**src/rtl/sha1_pkg.sv**
```systemverilog
// Shared SHA-1 schedule constants and the sequencer state encoding.
package sha1_pkg;

  localparam int unsigned SHA1_ROUNDS  = 80;
  localparam int unsigned SHA1_PRELOAD = 16;
  localparam int unsigned SHA1_IDX_W   = 7;

  typedef enum logic {
    IDLE = 1'b0,
    RUN  = 1'b1
  } ctrlState_t;

endpackage

```
**src/rtl/wengine_round_cnt.sv**
```systemverilog
// Round index counter for the message-schedule sequencer.
// Ports:
//   clk, reset : clock, synchronous active-high reset
//   inc        : advance the index by one
//   clear      : return the index to 0 (wins over inc)
//   count      : current round index
//   isLast     : count == ROUNDS-1
//   inRecur    : count >= PRELOAD-1, i.e. the next advance needs the recurrence
module wengine_round_cnt
  import sha1_pkg::*;
#(
  parameter int unsigned ROUNDS  = SHA1_ROUNDS,
  parameter int unsigned PRELOAD = SHA1_PRELOAD,
  parameter int unsigned IDX_W   = SHA1_IDX_W
) (
  input  logic             clk,
  input  logic             reset,
  input  logic             inc,
  input  logic             clear,
  output logic [IDX_W-1:0] count,
  output logic             isLast,
  output logic             inRecur
);

  // Index register.
  always_ff @(posedge clk) begin
    if (reset) begin
      count <= '0;
    end else if (clear) begin
      count <= '0;
    end else if (inc) begin
      count <= count + IDX_W'(1);
    end
  end

  assign isLast  = (count == IDX_W'(ROUNDS - 1));
  assign inRecur = (count >= IDX_W'(PRELOAD - 1));

endmodule

```
**src/rtl/wengine_ctrl.sv**
```systemverilog
// Block-level sequencer for the 16-word SHA-1 message-schedule engine.
// Accepts 512-bit blocks over blk_valid/blk_ready, then presents
// W0..W(ROUNDS-1) one per w_valid/w_ready handshake while steering the
// engine's feed/next/stage controls.
// Ports:
//   clk, reset          : clock, synchronous active-high reset
//   blk_valid/blk_ready : upstream block handshake
//   w_valid/w_ready     : downstream word handshake
//   round               : index of the word currently on the engine output
//   feed, next, stage   : engine controls (load block / advance / recurrence)
//   busy                : block in progress
//   blk_done            : pulse when the last word is consumed
module wengine_ctrl
  import sha1_pkg::*;
#(
  parameter int unsigned ROUNDS  = SHA1_ROUNDS,
  parameter int unsigned PRELOAD = SHA1_PRELOAD,
  parameter int unsigned IDX_W   = SHA1_IDX_W
) (
  input  logic             clk,
  input  logic             reset,
  input  logic             blk_valid,
  output logic             blk_ready,
  output logic             w_valid,
  input  logic             w_ready,
  output logic [IDX_W-1:0] round,
  output logic             feed,
  output logic             next,
  output logic             stage,
  output logic             busy,
  output logic             blk_done
);

  ctrlState_t state;
  logic       fire;
  logic       lastFire;
  logic       isLast;
  logic       inRecur;

  // Handshake decode; a word is only offered while running.
  assign fire     = (state == RUN) && w_ready;
  assign lastFire = fire && isLast;

  // Upstream may hand over the next block on the same cycle the last word
  // leaves, which gives back-to-back blocks with no idle cycle.
  assign blk_ready = (state == IDLE) || lastFire;
  assign feed      = blk_valid && blk_ready;
  assign next      = fire && !isLast;
  assign stage     = next && inRecur;
  assign blk_done  = lastFire;

  assign w_valid = (state == RUN);
  assign busy    = (state == RUN);

  wengine_round_cnt #(
    .ROUNDS (ROUNDS),
    .PRELOAD(PRELOAD),
    .IDX_W  (IDX_W)
  ) u_roundCnt (
    .clk    (clk),
    .reset  (reset),
    .inc    (next),
    .clear  (lastFire),
    .count  (round),
    .isLast (isLast),
    .inRecur(inRecur)
  );

  // Sequencer state.
  always_ff @(posedge clk) begin
    if (reset) begin
      state <= IDLE;
    end else if (state == IDLE) begin
      if (blk_valid) begin
        state <= RUN;
      end
    end else if (lastFire && !blk_valid) begin
      state <= IDLE;
    end
  end

endmodule
```
**config.mk**
```make
export PLATFORM = sky130hd
export DESIGN_NAME = wengine_ctrl
export DESIGN_NICKNAME = d
export VERILOG_FILES = /design/src/rtl/sha1_pkg.sv /design/src/rtl/wengine_round_cnt.sv /design/src/rtl/wengine_ctrl.sv
export SDC_FILE = /design/constraint.sdc
export NUM_CORES = 1
export LEC_CHECK = 0
export CAP_MARGIN = 10
export CORE_AREA = 2 2 41 43
export DETAILED_ROUTE_END_ITERATION = 7
export DIE_AREA = 0 0 43 45
export SYNTH_ARGS = -nofsm -noshare
export SYNTH_HDL_FRONTEND = slang
export SYNTH_HIERARCHICAL = 1
export SYNTH_SLANG_ARGS = --single-unit
```
**constraint.sdc**
```tcl
create_clock -name clk -period 4.2 [get_ports clk]
set_input_delay 1.26 -clock clk [delete_from_list [all_inputs] [get_ports clk]]
set_output_delay 1.26 -clock clk [all_outputs]
set_load 0.01 [all_outputs]
```
==> impl_results.md <==
* Worst Clk Skew at 0.323 ps
* Clock-pin transition on the worst setup and hold timing paths at 50 ps
* Total Power Consumption at about 0.16 mW
* Static Leakage at 0.220 nW
* FMAX at 257 MHz
* Minimum period implied by the final worst setup slack at 3890 ps
* Worst EP required at 2940 ps
* Count of max-cap constraint violations at 0
* Number of fill cells at about 170
* Hold crit path type: reg2reg
* Drt first pass iters at 4
* Sequential area share after synthesis at 38.4%
* Die extent in y at 45 µm
* GR met1 Demand/Resource at between 10% and 20%
* Initial cell density of the core at 28.3%
* Most common library cell in the layout ignoring fill and taps: sky130_fd_sc_hd__clkdlybuf4s50_1
* Number of pins exceeding their max-slew limit in the final report at 0
* Final setup violation count at 0
* Total wire length after detailed routing at 892 µm
* Area Growth Syn to Fin at 48.3%
* Leading cell types in the layout, fill and taps excluded: sky130_fd_sc_hd__clkdlybuf4s50_1 (17), sky130_fd_sc_hd__dfxtp_1 (8), sky130_fd_sc_hd__nor2_1 (6)
* DRC errors left at 0
* Number of buffers created by CTS at 3
* Post-route fraction of the period consumed by the critical path at 92.5%
* Power Density at between 200 and 300 nW/µm²
* Pin count of the biggest net entering global routing at 8
* Max Fanout on Critical Path at 3
* RSZ-0062 raised after global routing: no
* Clock network latency to the later pin of the worst-skew pair at 250 ps
* Synth Warn # at 6
* Gp weighted congestion at 0.700
* GRT met3 Usage at 7.20%
* Most used routing layer in global routing: met2
* Slowest library cell on the worst path: sky130_fd_sc_hd__clkdlybuf4s50_1
* Type of the worst setup path: in2out
* Mean Syn Cell Area at 8.68 µm²
* Final hold violations at 0
* # hold bufs at CTS at 0
* Number of inserted diodes at 0
* CTS tree: yes
* Most frequent cell on the critical path: sky130_fd_sc_hd__clkdlybuf4s50_1
* Wire length of the first global-routing pass at 1480 µm
* Syn_nets at 53
* WHS at 515 ps
* Post-synthesis instance area at 417 µm²
* CTS H-tree lvls at 1
* Psw at around 0.038 mW
* Number of violations reported at the end of detailed-routing iteration 0 at 6
* Buffer depth of the longest clock path at 2
* Slowest cell delay on critical path at 570 ps
* Sw Share at 23.2%
* Cell-internal power at ~0.12 mW
* Met2 usage at 14.5%
* Average wire length per cell after detail routing at approximately 11 µm
* Relative max-transition margin at between 50 and 60%
* Floorplan row count at 14
* X dimension of the die at 43 µm
* Count of antenna-violating nets left after detailed routing at 0
* Worst Path Arrival at around 2600 ps
* Via count at 396
* Total clock sinks at 8
* Post-DP HPWL at slightly below 700 µm
* Seq pwr share at 49.5%
* Initial antenna violation count at 0
* Category of the worst setup path launch point: input pin
* Post-synth cell types at 24
* Layout Nets at 73
* Number of buffers inserted to repair setup after CTS at 0
* Combinational power share at 14.2%
* Root Driver: sky130_fd_sc_hd__clkbuf_4
* Instance count of the mapped netlist at 48
* Die Area at 1940 µm²
* Maximum resistive drop on vdd at 0.117 mV
* Ordered list of cells on the worst path: clkdlybuf4s50_1 -> nand2_1 -> nor3b_1 -> clkdlybuf4s50_1
* Total congestion overflow after global routing at 0
* Global-route total usage across every layer at a little over a tenth
* Share of layout cells above drive strength 1 at between 10% and 20%
* Worst Setup End Kind: primary output
* Accumulated negative setup slack at 0 ps
* Share of power burned in the clock network at 36.3%
* Slew at the pin with the worst max-slew slack at 701 ps
* Result of the run: finished clean
* Ports at 18
* Number of global-route vias before repair at 344
* Gates resized, CTS repair at 0
* Port Buf Inserts at 17
* Vias per cell at between 4 and 5
* Core area at 1470 µm²
* Total of flip-flops plus latches after synthesis at 8
state kept, by name, summed over array words and instances, names as in the netlist:
signal,count
busy,1
u_roundCnt/count,7
worst paths after layout:
| path | slack (ps) | depth (start not counted) | end | startpoint |
|---|---|---|---|---|
| worst max-delay path | 310 | 4 | stage | w_ready |
| worst max register to register | 2020 | 8 | u_roundCnt/count[3]$_SDFFE_PP0P_ | u_roundCnt/count[0]$_SDFFE_PP0P_ |
| worst min register to register | 510 | 2 | u_roundCnt/count[6]$_SDFFE_PP0P_ | u_roundCnt/count[6]$_SDFFE_PP0P_ |
| worst min-delay path | 510 | 2 | u_roundCnt/count[6]$_SDFFE_PP0P_ | u_roundCnt/count[6]$_SDFFE_PP0P_ |
critical path, delay by kind of cell:
kind,cells,cell delay (ps)
buffers and inverters,2,1090
and+or+nand+nor,2,280
area by class of cell:
class	instances	area [µm²]	share of cell area [%]
clock buffers	3	22.5	3.64
inverters	1	3.75	0.607
multi-input cells	36	234	37.9
flip-flops and latches	8	160	25.9
well taps	16	20.0	3.24
repair buffers	18	178	28.7
per-stage QoR:
step	instances	setup slack (ps)	utilization [%]	cell area [µm²]
6_report	82	314	42.0	618
5_1_grt	82	227	42.0	618
4_1_cts	82	306	42.0	618
3_5_place_dp	79	309	40.5	596
3_3_place_gp	79	357	40.5	596
2_1_floorplan	48	1240	-	417
metal layers:
| layer | wire length, µm | vias to the layer above |
|---|---|---|
| met3 | 56 | 0 |
| met5 | 0 | - |
| met1 | 426 | 177 |
| li1 | - | 207 |
| met4 | 0 | 0 |
| met2 | 410 | 12 |
power groups by stage:
stage / Sequential, mW / Clock (mW) / Combinational (mW)
floorplan: 0.0821 / 0 / 0.0108
finish: 0.0802 / 0.0587 / 0.0230
global route: 0.0805 / 0.0668 / 0.0249
detailed placement: 0.0818 / 0 / 0.0232
global placement: 0.0818 / 0 / 0.0230
CTS: 0.0802 / 0.0623 / 0.0233
logic make-up (layout without fill, tap and decap cells):
logic type	Yosys count	count (layout)	synth area share, %
muxes	1	1	2.40
AOI/OAI and AO/OA	8	8	13.2
buffers and inverters	4	22	5.40
adders and majority gates	1	1	3.00
xor gates and xnor gates	4	4	8.41
and+or+nand+nor	22	22	29.1
DFF	8	8	38.4
synth_stat cells:
| library cell | instances | share of area [%] |
|---|---|---|
| sky130_fd_sc_hd__dfxtp_1 | 8 | 38 |
| sky130_fd_sc_hd__nor2_1 | 6 | 5.4 |
| sky130_fd_sc_hd__a21oi_1 | 3 | 3.6 |
| sky130_fd_sc_hd__nand2_1 | 3 | 2.7 |
| sky130_fd_sc_hd__nand4_1 | 3 | 4.5 |
| sky130_fd_sc_hd__o21ai_0 | 3 | 3.6 |
| sky130_fd_sc_hd__xor2_1 | 3 | 6.3 |
| sky130_fd_sc_hd__buf_4 | 2 | 3.6 |
| sky130_fd_sc_hd__or3_1 | 2 | 3.0 |
| sky130_fd_sc_hd__a21bo_4 | 1 | 3.9 |
| sky130_fd_sc_hd__a21oi_2 | 1 | 2.1 |
| sky130_fd_sc_hd__and2_1 | 1 | 1.5 |
| sky130_fd_sc_hd__and3_2 | 1 | 1.8 |
| sky130_fd_sc_hd__clkbuf_1 | 1 | 0.90 |
| sky130_fd_sc_hd__ha_1 | 1 | 3.0 |
| sky130_fd_sc_hd__inv_1 | 1 | 0.90 |
| sky130_fd_sc_hd__mux2i_1 | 1 | 2.4 |
| sky130_fd_sc_hd__nand3_1 | 1 | 1.2 |
| sky130_fd_sc_hd__nand3_2 | 1 | 2.4 |
| sky130_fd_sc_hd__nor3_1 | 1 | 1.2 |
| sky130_fd_sc_hd__nor3b_1 | 1 | 1.8 |
| sky130_fd_sc_hd__nor4b_1 | 1 | 2.1 |
| sky130_fd_sc_hd__or2_2 | 1 | 1.5 |
| sky130_fd_sc_hd__xnor2_1 | 1 | 2.1 |
Note: power is estimated with default switching activity, not from simulation.
